File: src/rtl/bram_frame_reader_if.sv
// bram_frame_reader_if
//   Bundles the two buses of the frame reader: the read side of the block
//   memory (port A) and the valid/ready byte stream towards the consumer.
//   master : the reader (drives mem_en/mem_addr and the stream payload)
//   slave  : memory + consumer (drives mem_dout and m_ready)
// Signals:
//   mem_en    reader -> memory   read enable, one cycle per read
//   mem_addr  reader -> memory   read address
//   mem_dout  memory -> reader   read data, valid one cycle after mem_en
//   m_data    reader -> sink     stream byte
//   m_valid   reader -> sink     stream valid
//   m_ready   sink   -> reader   stream ready
//   m_last    reader -> sink     final beat of a drain
interface bram_frame_reader_if #(
    parameter int unsigned ADDR_W = 4,
    parameter int unsigned DATA_W = 8
);
    logic              mem_en;
    logic [ADDR_W-1:0] mem_addr;
    logic [DATA_W-1:0] mem_dout;
    logic [DATA_W-1:0] m_data;
    logic              m_valid;
    logic              m_ready;
    logic              m_last;

    modport master (
        output mem_en,
        output mem_addr,
        input  mem_dout,
        output m_data,
        output m_valid,
        input  m_ready,
        output m_last
    );

    modport slave (
        input  mem_en,
        input  mem_addr,
        output mem_dout,
        input  m_data,
        input  m_valid,
        output m_ready,
        input  m_last
    );
endinterface

File: src/rtl/bram_frame_reader.sv
// bram_frame_reader
//   Drains len entries of a block memory (addresses 0..len-1) into a
//   valid/ready byte stream. The memory's one-cycle read latency is hidden
//   by a two-entry output FIFO, so the stream runs at one byte per clock
//   while m_ready stays high.
// Ports:
//   clk_i    clock shared with memory port A
//   rst_ni   asynchronous active-low reset
//   start_i  one-cycle request; len_i sampled with it (ignored unless idle)
//   len_i    entry count, clamped to DEPTH
//   busy_o   drain in progress
//   done_o   one-cycle pulse at the end of a drain
//   bus      memory read port + output stream (master modport)
// Build option:
//   BRAM_FRAME_READER_CHECKSUM_EN - append a mod-2^DATA_W sum of all data
//   bytes as one extra beat, which then carries m_last.
module bram_frame_reader #(
    parameter int unsigned ADDR_W = 4,
    parameter int unsigned DATA_W = 8,
    parameter int unsigned DEPTH  = 16
) (
    input  logic                clk_i,
    input  logic                rst_ni,
    input  logic                start_i,
    input  logic [ADDR_W:0]     len_i,
    output logic                busy_o,
    output logic                done_o,
    bram_frame_reader_if.master bus
);

    typedef enum logic [1:0] {StIdle, StRead, StDrain, StFin} state_e;

    localparam logic [ADDR_W:0] MaxLen = (ADDR_W + 1)'(DEPTH);
    localparam logic [ADDR_W:0] LenOne = (ADDR_W + 1)'(1);

    state_e            state_q, state_d;
    logic [ADDR_W:0]   len_q, len_d;
    logic [ADDR_W:0]   rd_cnt_q, rd_cnt_d;
    logic [ADDR_W:0]   len_clamped;
    logic              inflight_q;
    logic [1:0]        count_q, count_d;
    logic              wr_ptr_q, rd_ptr_q;
    logic [DATA_W-1:0] data_q [2];
    logic [1:0]        last_q;

    logic              mem_en;
    logic              final_rd;
    logic              start_acc;
    logic              pop;
    logic              room;
    logic              drained;
    logic [2:0]        level;
    logic              fifo_wr;
    logic [DATA_W-1:0] wr_data;
    logic              wr_last;

`ifdef BRAM_FRAME_READER_CHECKSUM_EN
    logic [DATA_W-1:0] sum_q, sum_d;
    logic              csum_sent_q, csum_sent_d;
    logic              csum_push;
`else
    logic              infl_last_q;
`endif

    assign pop         = (count_q != 2'd0) && bus.m_ready;
    assign len_clamped = (len_i > MaxLen) ? MaxLen : len_i;
    assign final_rd    = (rd_cnt_q + LenOne) == len_q;

    // Entries already committed to the FIFO: buffered plus the read in flight.
    // A pop this cycle frees one slot, so the read may go out in the same cycle.
    assign level = {1'b0, count_q} + {2'b00, inflight_q};
    assign room  = level < (3'd2 + {2'b00, pop});

`ifdef BRAM_FRAME_READER_CHECKSUM_EN
    // Checksum only goes in once the last data byte has landed in the FIFO.
    assign csum_push = (state_q == StDrain) && !csum_sent_q && !inflight_q && room;
    // Last entry leaves the FIFO this cycle (or it is already empty).
    assign drained   = csum_sent_q && !inflight_q &&
                       ((count_q == 2'd0) || ((count_q == 2'd1) && pop));
`else
    assign drained   = !inflight_q && ((count_q == 2'd0) || ((count_q == 2'd1) && pop));
`endif

    always_comb begin
        state_d   = state_q;
        len_d     = len_q;
        rd_cnt_d  = rd_cnt_q;
        mem_en    = 1'b0;
        start_acc = 1'b0;
        case (state_q)
            StIdle: begin
                if (start_i) begin
                    start_acc = 1'b1;
                    len_d     = len_clamped;
                    rd_cnt_d  = '0;
                    // A zero-length drain passes through StDrain (trivially empty) so
                    // that busy shows for one cycle before done.
                    state_d   = (len_clamped == '0) ? StDrain : StRead;
                end
            end
            StRead: begin
                if (room) begin
                    mem_en   = 1'b1;
                    rd_cnt_d = rd_cnt_q + LenOne;
                    if (final_rd) begin
                        state_d = StDrain;
                    end
                end
            end
            StDrain: begin
                if (drained) begin
                    state_d = StFin;
                end
            end
            StFin: begin
                state_d = StIdle;
            end
            default: begin
                state_d = StIdle;
            end
        endcase
    end

    always_comb begin
`ifdef BRAM_FRAME_READER_CHECKSUM_EN
        fifo_wr     = inflight_q | csum_push;
        wr_data     = inflight_q ? bus.mem_dout : sum_q;
        wr_last     = !inflight_q;
        sum_d       = sum_q;
        csum_sent_d = csum_sent_q;
        if (start_acc) begin
            sum_d       = '0;
            csum_sent_d = 1'b0;
        end else begin
            if (inflight_q) begin
                sum_d = sum_q + bus.mem_dout;
            end
            if (csum_push) begin
                csum_sent_d = 1'b1;
            end
        end
`else
        fifo_wr = inflight_q;
        wr_data = bus.mem_dout;
        wr_last = infl_last_q;
`endif
        count_d = count_q;
        if (fifo_wr && !pop) begin
            count_d = count_q + 2'd1;
        end else if (!fifo_wr && pop) begin
            count_d = count_q - 2'd1;
        end
    end

    always_ff @(posedge clk_i or negedge rst_ni) begin
        if (!rst_ni) begin
            state_q     <= StIdle;
            len_q       <= '0;
            rd_cnt_q    <= '0;
            inflight_q  <= 1'b0;
            count_q     <= 2'd0;
            wr_ptr_q    <= 1'b0;
            rd_ptr_q    <= 1'b0;
            data_q[0]   <= '0;
            data_q[1]   <= '0;
            last_q      <= 2'b00;
`ifdef BRAM_FRAME_READER_CHECKSUM_EN
            sum_q       <= '0;
            csum_sent_q <= 1'b0;
`else
            infl_last_q <= 1'b0;
`endif
        end else begin
            state_q    <= state_d;
            len_q      <= len_d;
            rd_cnt_q   <= rd_cnt_d;
            inflight_q <= mem_en;
            count_q    <= count_d;
`ifdef BRAM_FRAME_READER_CHECKSUM_EN
            sum_q       <= sum_d;
            csum_sent_q <= csum_sent_d;
`else
            infl_last_q <= mem_en && final_rd;
`endif
            if (fifo_wr) begin
                data_q[wr_ptr_q] <= wr_data;
                last_q[wr_ptr_q] <= wr_last;
                wr_ptr_q         <= ~wr_ptr_q;
            end
            if (pop) begin
                rd_ptr_q <= ~rd_ptr_q;
            end
        end
    end

    assign bus.mem_en   = mem_en;
    assign bus.mem_addr = rd_cnt_q[ADDR_W-1:0];
    assign bus.m_valid  = count_q != 2'd0;
    assign bus.m_data   = data_q[rd_ptr_q];
    // Stale last flags stay in the slots after a pop; gate with valid.
    assign bus.m_last   = (count_q != 2'd0) && last_q[rd_ptr_q];

    assign busy_o = (state_q == StRead) || (state_q == StDrain);
    assign done_o = state_q == StFin;

endmodule

File: src/flat_wrapper.sv
// flat-port wrapper written by rule: the top's interface ports become plain ports
module bram_frame_reader_flat 
#(
    parameter int unsigned ADDR_W = 4,
    parameter int unsigned DATA_W = 8,
    parameter int unsigned DEPTH  = 16
)
  (clk_i, rst_ni, start_i, len_i, busy_o, done_o, bus_mem_en, bus_mem_addr, bus_mem_dout, bus_m_data, bus_m_valid, bus_m_ready, bus_m_last);
  bram_frame_reader_if #(.ADDR_W(ADDR_W), .DATA_W(DATA_W)) bus_i ();
  input  logic clk_i;
  input  logic rst_ni;
  input  logic start_i;
  input  logic [ADDR_W:0] len_i;
  output logic busy_o;
  output logic done_o;
  output wire logic [$bits(bus_i.mem_en)-1:0] bus_mem_en;
  output wire logic [$bits(bus_i.mem_addr)-1:0] bus_mem_addr;
  input wire logic [$bits(bus_i.mem_dout)-1:0] bus_mem_dout;
  output wire logic [$bits(bus_i.m_data)-1:0] bus_m_data;
  output wire logic [$bits(bus_i.m_valid)-1:0] bus_m_valid;
  input wire logic [$bits(bus_i.m_ready)-1:0] bus_m_ready;
  output wire logic [$bits(bus_i.m_last)-1:0] bus_m_last;
  assign bus_mem_en = bus_i.mem_en;
  assign bus_mem_addr = bus_i.mem_addr;
  assign bus_i.mem_dout = bus_mem_dout;
  assign bus_m_data = bus_i.m_data;
  assign bus_m_valid = bus_i.m_valid;
  assign bus_i.m_ready = bus_m_ready;
  assign bus_m_last = bus_i.m_last;
  bram_frame_reader #(.ADDR_W(ADDR_W), .DATA_W(DATA_W), .DEPTH(DEPTH)) u_core (.clk_i(clk_i), .rst_ni(rst_ni), .start_i(start_i), .len_i(len_i), .busy_o(busy_o), .done_o(done_o), .bus(bus_i));
endmodule
File: config.mk
export PLATFORM = sky130hd
export DESIGN_NAME = bram_frame_reader_flat
export DESIGN_NICKNAME = d
export VERILOG_FILES = /design/src/rtl/bram_frame_reader_if.sv /design/src/rtl/bram_frame_reader.sv /design/src/flat_wrapper.sv
export SDC_FILE = /design/constraint.sdc
export NUM_CORES = 1
export LEC_CHECK = 0
export ABC_AREA = 1
export BUFFER_PORTS_ARGS = -buffer_cell sky130_fd_sc_hd__buf_2
export CAP_MARGIN = 25
export CORE_UTILIZATION = 35
export DETAILED_ROUTE_END_ITERATION = 16
export PLACE_DENSITY_LB_ADDON = 0.2
export SYNTH_ARGS = -nofsm -noshare
export SYNTH_HDL_FRONTEND = slang
export SYNTH_SLANG_ARGS = --single-unit
File: constraint.sdc
create_clock -name clk_i -period 2 [get_ports clk_i]
set_input_delay 0.2 -clock clk_i [delete_from_list [all_inputs] [get_ports clk_i]]
set_output_delay 0.2 -clock clk_i [all_outputs]
set_load 0.005 [all_outputs]
Word level (Yosys, flattened, before mapping)
Cells that the tools add are included.
- flip-flop bits (word level): 36
- input port bits: 17
- $add $sub $neg: 5
- $lt $le $gt $ge: 8
- equality and inequality tests: 9
- muxes and demuxes: 25
- bitwise operators: 4
- reduce and logical (&&, ||, !) cells: 22
- operator list (operator ; number):
    two-way mux 8 bit ; 4
    bitwise mux 16 bit ; 1
    two-way mux 5 bit ; 3
    two-way mux 2 bit ; 7
    case mux 5 bit (2 select lines) ; 1
    logical AND 1 bit ; 9
    demux 8 bit (select 1 bit) ; 1
    case mux 2 bit (4 select lines) ; 1
    != test 2 x 1 -> 1 bit, second input constant ; 3
    nonzero test 2 bit ; 3
    adder 5 x 1 -> 5 bit, second input constant ; 1
    == test 5 bit ; 1
    > comparator 5 bit, second input constant ; 1
    zero test 5 bit ; 1
    two-way mux 1 bit ; 5
    == test 2 x 1 -> 1 bit, second input constant ; 2
    == test 2 bit, second input constant ; 2
    greater-or-equal comparator 2 bit, second input constant ; 2
    zero test 2 bit ; 2
    less-than comparator 1 x 2 -> 1 bit, second input constant ; 2
    NOT 1 -> 2 bit ; 2
    AND reduction 4 bit ; 1
    adder 2 x 1 -> 3 bit ; 1
    adder 2 x 1 -> 3 bit, first input constant ; 1
    13 further kinds ; 16

Longest topological paths before layout
- depth in word-level cells: 7
- depth in mapped cells: 12
- mapped depth without buffers: 12

Worst setup path before layout
OpenSTA, ideal clock, no wires.
- path kind: flip-flop to flip-flop
- start: register u_core.inflight_q (netlist: u_core.fifo_wr)
- end: register u_core.state_q[0]
- arrival: 1.418 ns
- required time: 1.883 ns
- path slack: 0.466 ns
- stages on the path, launching flop included: 10
- path buffers: 0
- period minus slack after synthesis: 1.534 ns
- cells stage by stage: dfrtp_1 > ha_1 > ha_1 > o21ai_1 > nand2_1 > nand2_1 > and3_2 > nand2_2 > nand2_1 > nand2_1
- cells in the longest elaborated chain, start to end: 4
- elaborated cells on any way between the ends: 7
- those cells by class: add/sub (1); order compare (1); eq/ne (2); reduce/logical (3)
- RTL lines (element ; RTL line ; RTL):
    start, declared ; bram_frame_reader.sv:40 ; logic inflight_q;
    start signal, assigned ; bram_frame_reader.sv:177 ; inflight_q <= mem_en;
    adder 2 x 1 -> 3 bit or zero test 1 bit (tied branches) ; bram_frame_reader.sv:71, bram_frame_reader.sv:81 ;
    less-than comparator 3 bit or logical AND 1 bit (tied branches) ; bram_frame_reader.sv:72, bram_frame_reader.sv:81 ;
    != test 2 x 1 -> 1 bit (no source line) ; -- ;
    AND reduction 4 bit (no source line) (*) ; -- ;
    end signal, assigned ; bram_frame_reader.sv:157 ; state_q <= StIdle;
    end signal, assigned ; bram_frame_reader.sv:174 ; state_q <= state_d;
    end, declared ; bram_frame_reader.sv:36 ; state_e state_q, state_d;
Every way passes the cells marked *; elsewhere a longest branch is shown, timed or not.
A chain may end at the register's enable or synchronous reset.

Worst setup path after layout
- start: register u_core.inflight_q (netlist: u_core.fifo_wr)
- end: output port bus_mem_en
- cells in the longest elaborated chain, start to end: 4
- RTL lines (element ; RTL line ; RTL):
    adder 2 x 1 -> 3 bit ; bram_frame_reader.sv:71 ; assign level = {1'b0, count_q} + {2'b00, inflight_q};
    less-than comparator 3 bit ; bram_frame_reader.sv:72 ; assign room = level < (3'd2 + {2'b00, pop});
    two-way mux 1 bit ; bram_frame_reader.sv:102 ; if (room) begin
    two-way mux 1 bit ; bram_frame_reader.sv:90 ; case (state_q)
    end, declared ; flat_wrapper.sv:16 ; output wire logic [$bits(bus_i.mem_en)-1:0] bus_mem_en;
No other way between the ends.

==> qor.txt <==
DRT
---------------------------------------------------------------------------------------
Total vias in the final route ............................................        1,529
Number of violations reported at the end of detailed-routing iteration 0 .          107
Mean number of vias per cell .............................................         4.50
TritonRoute pass-1 iters .................................................            4
Number of nets still failing antenna checks after routing ................            0
Average wire per standard cell ...........................................      10.8 um
Total Routed Length ......................................................      3.69 mm
DRC ......................................................................            0

CLOCK NETWORK
---------------------------------------------------------------------------------------
Clock-pin transition on the worst setup and hold timing paths ............        70 ps
CTS tree .................................................................        built
Inserted Clock Buffers ...................................................            5
Hold-fix buffers at CTS ..................................................            0
Buffer levels on the longest clock path ..................................            2
Count of H-tree levels built during CTS ..................................            2
Clock latency on the worst-skew pair .....................................       290 ps
Number of setup buffers added after CTS ..................................            0
Clock tree root driver cell .............................................. sky130_fd_sc_hd__clkbuf_8
Clock sink total .........................................................           36

GLOBAL ROUTE
---------------------------------------------------------------------------------------
Wire length of the first global-routing pass .............................      6.35 mm
Overflow after GRT .......................................................            0
Antenna violations before repair .........................................            0
Vias in the first global route ...........................................        1,393
Pin count of the biggest net entering global routing .....................           37
GRT Resource Usage Total .................................................        0.149

SYNTH
---------------------------------------------------------------------------------------
Net count after synthesis ................................................          265
Number of flip-flops and latches in the synthesized netlist ..............           36
Warning count from the yosys run .........................................            0
Synthesized area per cell ................................................   8.06 sq um
Sequential cell area fraction in the yosys report ........................        0.472
Cell Area, Synth .........................................................   1910 sq um
Cell variety after synth .................................................           29
Number of instances in the synthesized netlist ...........................          237

DIE
---------------------------------------------------------------------------------------
Initial standard-cell utilization of the core ............................        0.369
Chip Height ..............................................................      75.9 um
Die ar. ..................................................................   5750 sq um
Width of the die .........................................................      75.9 um
Area of the core .........................................................   5170 sq um
Top-Level Pins ...........................................................           34
Number of core rows ......................................................           26

PWR
---------------------------------------------------------------------------------------
Static Leakage ...........................................................      1.20 nW
Power density over the cells ............................................. 1520 nW/um^2
Maximum VDD drop .........................................................       637 uV
Tot Pwr ..................................................................      3.39 mW

STA
---------------------------------------------------------------------------------------
Setup Viol. Count Final ..................................................            0
Rel. slew slack ..........................................................        0.460
Final period util ........................................................        0.923
Minimum clock period .....................................................      1850 ps
Pin slew with the least headroom to its limit ............................       810 ps
Max-slew violation count .................................................            0
Worst Hold Margin ........................................................      1.73 ps
Setup repair after global routing missed its margin ......................           no
Worst clock skew on the final layout .....................................      6.48 ps
Final hold violation count ...............................................            0
Total Negative Setup Slacks ..............................................         0 ps
Fmax .....................................................................      541 MHz

SETUP PATH
---------------------------------------------------------------------------------------
Maximum fanout encountered on the critical timing path ...................            5
Data required time at the worst endpoint .................................      1800 ps
Type of element capturing the critical path ..............................  output port
Worst setup path category ................................................   reg -> out
Startpoint class of the critical path ....................................     register
Data arrival time of the critical path ...................................      1650 ps
Reg-to-reg setup timing slack ............................................       320 ps

CELLS AND AREA
---------------------------------------------------------------------------------------
Share of cells above drive strength 1 ....................................        0.196
Total number of nets in the final design .................................          297
Count of antenna diodes in the layout ....................................            0
Area Overhead vs Synth ...................................................        16.6%
Top library cells by usage in the layout, fill and taps aside ............ sky130_fd_sc_hd__nand2_1 (76), sky130_fd_sc_hd__dfrtp_1 (36), sky130_fd_sc_hd__buf_2 (33), sky130_fd_sc_hd__inv_1 (31), sky130_fd_sc_hd__o21ai_0 (22)
Filler Cells Inserted ....................................................          532
Most frequent standard cell in the layout excluding fill and tap cells ... sky130_fd_sc_hd__nand2_1

JOB
---------------------------------------------------------------------------------------
Max-cap violations .......................................................            0

PLACEMENT
---------------------------------------------------------------------------------------
Sum of net half-perimeters after detailed placement ......................      2.62 mm
Quantity of I/O buffers inserted on ports ................................           33
RD Place Congestion ......................................................        0.728

STATUS
---------------------------------------------------------------------------------------
Result of the run ........................................................    completed

WORST HOLD PATH
---------------------------------------------------------------------------------------
Type of the most critical hold path ......................................  in -> async

[power breakdown]
| part | leakage (nW) | internal, mW | switching (mW) | total [mW] |
|---|---|---|---|---|
| Clock | 0.0541 | 0.369 | 0.261 | 0.630 |
| Combinational | 0.692 | 0.632 | 0.883 | 1.52 |
| Sequential | 0.455 | 1.04 | 0.206 | 1.24 |
[area by class of cell]
cell class / instances / area (sq um) / area share
clock buffer: 5 / 68.8 / 0.0309
clock inverter: 3 / 42.5 / 0.0191
inverter: 35 / 131 / 0.0590
multi-input combinational: 157 / 822 / 0.369
sequential: 36 / 901 / 0.405
tap: 70 / 87.6 / 0.0393
timing repair buffer: 34 / 173 / 0.0776
[repair_timing]
action / 4_1_cts / 5_1_grt
resized for setup: 0 / 1
endpoints found under the hold margin: 0 / 0
endpoints found under the setup margin: 0 / 1
[path summary, 6_finish.rpt]
path	from	cells past startpoint	to
setup / recovery	u_core.fifo_wr	6	bus_mem_en
hold / removal	rst_ni	1	u_core.data_q[2]
setup reg to reg	u_core.rd_cnt_q[0]	12	u_core.state_q[1]
hold reg to reg	u_core.data_q[7]	2	u_core.data_q[7]
max in group asynchronous	rst_ni	1	u_core.data_q[6]
min in group clk_i	len_i[3]	3	u_core.len_q[3]
[metrics by stage]
stage / instances / util / setup slack, ps / instance area, sq um
after detailed placement: 332 / 0.408 / 309 / 2110
after global placement: 332 / 0.408 / 315 / 2110
after floorplan: 237 / - / 466 / 1910
after CTS: 340 / 0.429 / 104 / 2220
final: 340 / 0.430 / 153 / 2230
after global routing: 340 / 0.430 / 1.47 / 2230
[worst max-delay path, stage by stage (launching register included)]
cell and delay (ps):
sky130_fd_sc_hd__dfrtp_1 430, sky130_fd_sc_hd__ha_1 220, sky130_fd_sc_hd__ha_1 260, sky130_fd_sc_hd__o21ai_1 70
sky130_fd_sc_hd__nand2_1 120, sky130_fd_sc_hd__nor2_4 130, sky130_fd_sc_hd__buf_2 130
[cell families (layout without fill, tap and decap cells)]
family                     after synthesis  after routing  share of synthesized area
and+or+nand+nor                        106            106                      0.238
buffers and inverters                   44             77                      0.100
AOI/OAI and AO/OA                       36             36                     0.0996
DFF                                     36             36                      0.472
adders and majority gates               11             11                     0.0721
xor gates and xnor gates                 4              4                     0.0184
[per-layer routing]
metal | global-route usage | part of all wire
met4 | 0.0556 | 0.014
met2 | 0.248 | 0.45
met1 | 0.184 | 0.49
met5 | 0 | 0
met3 | 0.0423 | 0.045
[flip-flops by register name (all words and copies together), names as in the netlist]
signal	flops
u_core.data_q	16
u_core.len_q	5
u_core.count_q	2
u_core.wr_ptr_q	1
u_core.rd_ptr_q	1
u_core.fifo_wr	1
u_core.state_q	2
u_core.last_q	2
u_core.rd_cnt_q	5
u_core.infl_last_q	1
[cell usage after synthesis, drive strengths merged]
master,n,area share
o22ai,4,0.013
o21ai,28,0.073
or2,2,0.0066
o211ai,1,0.0039
clkinv,1,0.0020
xnor2,1,0.0046
buf,8,0.029
and3,1,0.0039
nor2,9,0.024
xor2,3,0.014
clkbuf,1,0.0020
nand2,79,0.16
dfrtp,36,0.47
nand4,3,0.0098
inv,34,0.067
a21oi,2,0.0052
o21a,1,0.0039
nor3,1,0.0026
nand3,11,0.031
ha,11,0.072
Note: power is estimated with default switching activity, not from simulation.
